==> src/rtl/serial_frame_pkg.sv <==
// Shared types and helpers for the serial framing engine.
package serial_frame_pkg;

  typedef enum logic [1:0] {HUNT, LEN, PAYLOAD} frame_state_t;

  // Largest payload a length field of len_w bits can announce.
  function automatic int unsigned max_len(input int unsigned len_w);
    return (32'd1 << len_w) - 32'd1;
  endfunction

endpackage

==> src/rtl/serial_frame_engine_pattern_detector.sv <==
// Start-pattern detector: shift history of the last PAT_W-1 bits plus a
// combinational compare against the live serial bit.
module pattern_detector
  import serial_frame_pkg::*;
#(
  parameter int               PAT_W   = 4,
  parameter logic [PAT_W-1:0] PATTERN = 4'b1101
) (
  input  logic clk,
  input  logic rst,
  input  logic en,
  input  logic clr,
  input  logic serIn,
  output logic match
);

  localparam int HW = PAT_W - 1;

  logic [HW-1:0] hist_q, hist_d;

  always_comb begin
    hist_d = hist_q;
    if (clr) begin
      hist_d = '0;
    end else if (en) begin
      hist_d = HW'({hist_q, serIn});
    end
  end

  always_ff @(posedge clk or negedge rst) begin
    if (!rst) begin
      hist_q <= '0;
    end else begin
      hist_q <= hist_d;
    end
  end

  assign match = en && ({hist_q, serIn} == PATTERN);

endmodule

==> src/rtl/serial_frame_engine.sv <==
// Serial framing engine: hunt for a start pattern, shift in a length field,
// then forward exactly that many payload bits with a qualifying valid.
module serial_frame_engine
  import serial_frame_pkg::*;
#(
  parameter int               PAT_W   = 4,
  parameter logic [PAT_W-1:0] PATTERN = 4'b1101,
  parameter int               LEN_W   = 3
) (
  input  logic clk,
  input  logic rst,
  input  logic serIn,
  output logic serOut,
  output logic outValid,
  output logic frameDone,
  output logic lenErr,
  output logic busy
);

  localparam int BCW = (LEN_W > 1) ? $clog2(LEN_W) : 1;

  frame_state_t   state_q, state_d;
  logic [BCW-1:0]   bitcnt_q, bitcnt_d;
  logic [LEN_W-1:0] len_q, len_d, len_shift;
  logic [LEN_W-1:0] cnt_q, cnt_d;
  logic serOut_q, serOut_d;
  logic outValid_q, outValid_d;
  logic frameDone_q, frameDone_d;
  logic lenErr_q, lenErr_d;
  logic busy_q, busy_d;
  logic match;

  // History is held clear outside HUNT so each new pattern is received fresh.
  pattern_detector #(
    .PAT_W  (PAT_W),
    .PATTERN(PATTERN)
  ) u_detect (
    .clk  (clk),
    .rst  (rst),
    .en   (state_q == HUNT),
    .clr  (state_q != HUNT),
    .serIn(serIn),
    .match(match)
  );

  always_comb begin
    state_d     = state_q;
    bitcnt_d    = bitcnt_q;
    len_d       = len_q;
    cnt_d       = cnt_q;
    serOut_d    = 1'b0;
    outValid_d  = 1'b0;
    frameDone_d = 1'b0;
    lenErr_d    = 1'b0;
    len_shift   = LEN_W'({len_q, serIn});
    unique case (state_q)
      HUNT: begin
        if (match) begin
          state_d  = LEN;
          len_d    = '0;
          bitcnt_d = BCW'(LEN_W - 1);
        end
      end
      LEN: begin
        len_d = len_shift;
        if (bitcnt_q == '0) begin
          if (len_shift == '0) begin
            lenErr_d = 1'b1;
            state_d  = HUNT;
          end else begin
            cnt_d   = len_shift;
            state_d = PAYLOAD;
          end
        end else begin
          bitcnt_d = bitcnt_q - BCW'(1);
        end
      end
      PAYLOAD: begin
        serOut_d   = serIn;
        outValid_d = 1'b1;
        cnt_d      = cnt_q - LEN_W'(1);
        if (cnt_q == LEN_W'(1)) begin
          frameDone_d = 1'b1;
          state_d     = HUNT;
        end
      end
      default: state_d = HUNT;
    endcase
    busy_d = (state_d != HUNT);
  end

  always_ff @(posedge clk or negedge rst) begin
    if (!rst) begin
      state_q     <= HUNT;
      bitcnt_q    <= '0;
      len_q       <= '0;
      cnt_q       <= '0;
      serOut_q    <= 1'b0;
      outValid_q  <= 1'b0;
      frameDone_q <= 1'b0;
      lenErr_q    <= 1'b0;
      busy_q      <= 1'b0;
    end else begin
      state_q     <= state_d;
      bitcnt_q    <= bitcnt_d;
      len_q       <= len_d;
      cnt_q       <= cnt_d;
      serOut_q    <= serOut_d;
      outValid_q  <= outValid_d;
      frameDone_q <= frameDone_d;
      lenErr_q    <= lenErr_d;
      busy_q      <= busy_d;
    end
  end

  assign serOut    = serOut_q;
  assign outValid  = outValid_q;
  assign frameDone = frameDone_q;
  assign lenErr    = lenErr_q;
  assign busy      = busy_q;

endmodule

==> config.mk <==
export PLATFORM = sky130hd
export DESIGN_NAME = serial_frame_engine
export DESIGN_NICKNAME = d
export VERILOG_FILES = /design/src/rtl/serial_frame_pkg.sv /design/src/rtl/serial_frame_engine_pattern_detector.sv /design/src/rtl/serial_frame_engine.sv
export SDC_FILE = /design/constraint.sdc
export NUM_CORES = 1
export LEC_CHECK = 0
export BUFFER_PORTS_ARGS = -buffer_cell sky130_fd_sc_hd__buf_2
export CORE_MARGIN = 3
export CORE_UTILIZATION = 54
export DETAILED_ROUTE_END_ITERATION = 6
export PLACE_DENSITY = 0.85
export SETUP_SLACK_MARGIN = 0.02
export SYNTH_ARGS = -nofsm -noshare
export SYNTH_HDL_FRONTEND = slang
export SYNTH_SLANG_ARGS = --single-unit
==> constraint.sdc <==
create_clock -name clk -period 1.4 [get_ports clk]
set_input_delay 0.14 -clock clk [delete_from_list [all_inputs] [get_ports clk]]
set_output_delay 0.14 -clock clk [all_outputs]
set_load 0.02 [all_outputs]
# Word level (Yosys, flattened, before mapping)
# Cells that the tools add are included.
# word_totals
ff_bits	17
out_inout_bits	5
inputBits	3
elab_cells	54
# op_classes
muxes	22
add_sub_neg	2
n_eq_ne	8
reduce_logical	12
# op_table
operator	count
2-to-1 mux 2 bit	7
2-to-1 mux 3 bit	4
nonzero test 2 bit	5
!= test 2 bit, second input constant	4
case mux 2 bit (2 select lines)	2
2-to-1 mux 1 bit	7
case mux 2 bit (3 select lines)	1
case mux 3 bit (2 select lines)	1
AND reduction 3 bit	2
== test 4 bit, second input constant	1
zero test 2 bit	2
== test 3 x 1 -> 1 bit, second input constant	1
zero test 3 bit	1
subtractor 3 x 1 -> 3 bit, second input constant	1
== test 2 x 1 -> 1 bit, second input constant	1
== test 2 bit, second input constant	1
AND reduction 2 bit	1
subtractor 2 x 1 -> 2 bit, second input constant	1
logical AND 1 bit	1

# Depth between registers and ports, before layout
# depth
depth_word	5
mapped_depth	5
mapped_depth_nobuf	5

# Cells and area by module
# Synthesis repeated with hierarchy kept, for this count alone.
# unflattened
hier_cells	69
area_unflattened_um2	770.7
# by_module_without_submodules
module	seq_area_each_um2	cells_each	area_per_inst_um2	n_inst
serial_frame_engine	350.3	57	641.9	1
pattern_detector	75.1	12	128.9	1

# Worst setup path after synthesis
# OpenSTA, ideal clock, no wires.
# synth_timing
path_type	reg-to-reg
from	register bitcnt_q[0]
to	register cnt_q[0]
path_buffers	0
path_slack_ns	0.224
arrival_ns	1.047
synth_period_minus_slack_ns	1.176
setup_time_ns	0.129
required_time_ns	1.271
stages_incl_launch_ff	6
path_cell_list	dfrtp_1 > inv_1 > ha_1 > nand3b_1 > o31ai_1 > a21oi_1
# synth_between
elab_chain_len	3
# synth_rtl
element	line	text
start, declared	serial_frame_engine.sv:23	logic [BCW-1:0] bitcnt_q, bitcnt_d;
start signal, assigned	serial_frame_engine.sv:105	bitcnt_q <= bitcnt_d;
zero test 2 bit	serial_frame_engine.sv:66	if (bitcnt_q == '0) begin
!= test 2 bit (no line)	--	
AND reduction 3 bit (no line)	--	
end signal, assigned	serial_frame_engine.sv:107	cnt_q <= cnt_d;
end, declared	serial_frame_engine.sv:25	logic [LEN_W-1:0] cnt_q, cnt_d;
# No other way between the ends.
# A chain may end at the register's enable or synchronous reset.

# Final worst setup path
# Same ends and word-level chain as after synthesis.

==> results.md <==
- Post-synthesis cell type count: 32
- Root buffer cell: clkbuf_4
- Post-route cell area: 883 µm²
- Drt wl/cell: 14.7 µm
- Clock Skew: 0.830 ps
- Share of layout cells above drive strength 1: 0.235
- Final Max Tran Viols: 0
- P_sw: 728 µW
- Grt ovf: 0
- Starting density of the core: 0.583
- Power density over cell area: 2110 mW/mm²
- CTS tree: yes
- Ys async rst share: 1.00
- Pre-antenna DRT Iters: 4
- DRC: 0
- Synth warnings: 0
- Dpl cell area: 835 µm²
- Max VDD drop: 1.02 mV
- Worst-path clk slew: 90 ps
- Pin count of the biggest net entering global routing: 18
- Sum Neg Setup Slack: 0 ps
- Prevailing post-synth register cell: dfrtp_1
- Final Wtd Congestion: 0.746
- Die ar.: 0.00193 mm²
- Min-delay src: serIn
- Fmax: 784 MHz
- Routed WL: 1.41 mm
- Max_cap viols: 0
- Total Nets Final: 89
- First-pass GRT wire length: 2.48 mm
- Number of synthesized flops with an enable pin: 0
- Antenna violations before repair: 0
- Ports: 8
- Run status: finished clean
- Crit path required time: 1570 ps
- Clk_lat worst skew: 290 ps
- Max Fanout on Critical Path: 6
- Clock Sink Count: 17
- # rows: 13
- Die height: 44.0 µm
- Comb pwr share: 0.415
- Switching share of power: 0.390
- # port buffers: 7
- Mapped Avg Cell Area: 11.3 µm²
- Crit path kind: flop to flop
- WP data arrival: 1450 ps
- Worst setup SP type: flop
- Area growth syn-to-layout: 13.5%
- Routed vias/inst: 5.88
- R2r endpoint: cnt_q[0]
- Placeable Area: 0.00133 mm²
- Final setup violation count: 0
- Hold Fails Final Rpt: 0
- Vias in the first global route: 578
- Min-Delay Path Class: primary input to flop
- # fillers: 104
- Worst Tran Pin Value: 359 ps
- Sequential element share of the synthesized area: 0.547
- Internal power: 1.14 mW
- Vias: 564
- Hold path depth: 3
- Worst Hold End: len_q[0]
- DP HPWL: 959 µm
- Tcrit/Tclk final: 0.912
- Starting DRT DRC Count: 23
- Clock buffer depth: 2
- Final core utilization: 0.662
- Leakage power: 0.436 nW
- Reg power frac: 0.447
- Kind of end point of the critical path: flop
- Synth Instances: 69
- CTS Buf Count: 3
- Worst r2r src: bitcnt_q[0]
- Die width: 44.0 µm
- Worst slew margin: 0.761
- Reg2Reg Depth: 5
- Synth Register Bits: 17
- Clock share of power: 0.138
- Final Power: 1.87 mW
- Syn_nets: 76
- H-tree levels: 1
- Remaining antenna violation count: 0
- RSZ-0062 raised after global routing: no
- Ant. Diodes: 0
- Period minus WS final: 1280 ps
- Fin Hold WS: 159 ps
- Tot GR Track Use: 0.178
- Mapped Area: 778 µm²
- Register-to-Register Setup Slack: 120 ps
## cell usage in the layout, fill, tap and decap left out, drive strengths merged, types with 2 or more instances in the layout
cell type	n
dfrtp	17
inv	5
nor2	3
buf	8
ha	4
nand3b	2
nand2	7
o21ai	6
clkbuf	4
nor3b	3
nand2b	3
## registers in the layout, indices dropped and copies added, names as in the netlist
signal and count:
u_detect.hist_q 3, len_q 2, cnt_q 3, outValid 1, bitcnt_q 2, busy 1, serOut 1, frameDone 1
lenErr 1, state_q 2
## metal layers
| layer | global-route usage | vias to the layer above | part of all wire |
|---|---|---|---|
| met1 | 0.211 | 275 | 0.45 |
| li1 | - | 268 | - |
| met2 | 0.291 | 17 | 0.48 |
| met5 | 0 | - | 0 |
| met4 | 0.108 | 0 | 0.023 |
| met3 | 0.0373 | 4 | 0.042 |
## worst max path at each step
stage                     to   startpoint
global placement    cnt_q[0]  bitcnt_q[0]
floorplan           cnt_q[0]  bitcnt_q[0]
global route        cnt_q[0]  bitcnt_q[0]
finish              cnt_q[0]  bitcnt_q[0]
detailed placement  cnt_q[0]  bitcnt_q[0]
CTS                 cnt_q[0]  bitcnt_q[0]
## power by group through the flow
stage / combinational, mW / sequential [mW] / clock [mW]
after floorplan: 0.540 / 0.840 / 0
after global placement: 0.705 / 0.835 / 0
after detailed placement: 0.736 / 0.843 / 0
after CTS: 0.744 / 0.831 / 0.267
after global routing: 0.879 / 0.855 / 0.286
final: 0.774 / 0.835 / 0.258
## per-stage QoR
| stage | std cells | worst slack, ps |
|---|---|---|
| 3_3_place_gp | 91 | 177 |
| 2_1_floorplan | 69 | 224 |
| 4_1_cts | 96 | 79.8 |
| 3_5_place_dp | 91 | 100 |
| 6_report | 96 | 124 |
| 5_1_grt | 96 | 38.2 |
## cells by family after synthesis
group | count (synthesis) | synth area share
and+or+nand+nor | 26 | 0.212
DFF | 17 | 0.547
xor gates and xnor gates | 1 | 0.0113
buffers and inverters | 6 | 0.0305
AOI/OAI and AO/OA | 15 | 0.135
adders and majority gates | 4 | 0.0643
## critical path: stages (launching register included)
cell      delay (ps)
dfrtp_1          400
inv_1            120
ha_4             180
nand3b_1         130
o31ai_1          230
a21oi_1          100
## what timing repair did
item | 4_1_cts | 5_1_grt
setup endpoints to repair | 0 | 3
hold buffers | 1 | 0
endpoints found under the hold margin | 17 | 0
resized for setup | 0 | 2
buffers inserted | 0 | 0
## layout make-up
cell class              count  area [µm²]  share of cell area
flip-flops and latches     17         425               0.482
multi-input cells          46         342               0.387
repair buffers              9        52.6              0.0595
clock buffers               4        26.3              0.0297
inverters                   5        18.8              0.0212
well taps                  15        18.8              0.0212
## synth_stat cells (2+ instances only)
| master | n | area share |
|---|---|---|
| dfrtp_1 | 17 | 0.55 |
| ha_1 | 4 | 0.064 |
| inv_1 | 4 | 0.019 |
| nand2_1 | 7 | 0.034 |
| nand2b_2 | 2 | 0.023 |
| nand3b_1 | 2 | 0.019 |
| nor2_1 | 3 | 0.014 |
| nor3b_1 | 2 | 0.019 |
| o21ai_0 | 3 | 0.019 |
| o21ai_1 | 3 | 0.019 |
Power figures use the tool's default switching activity.
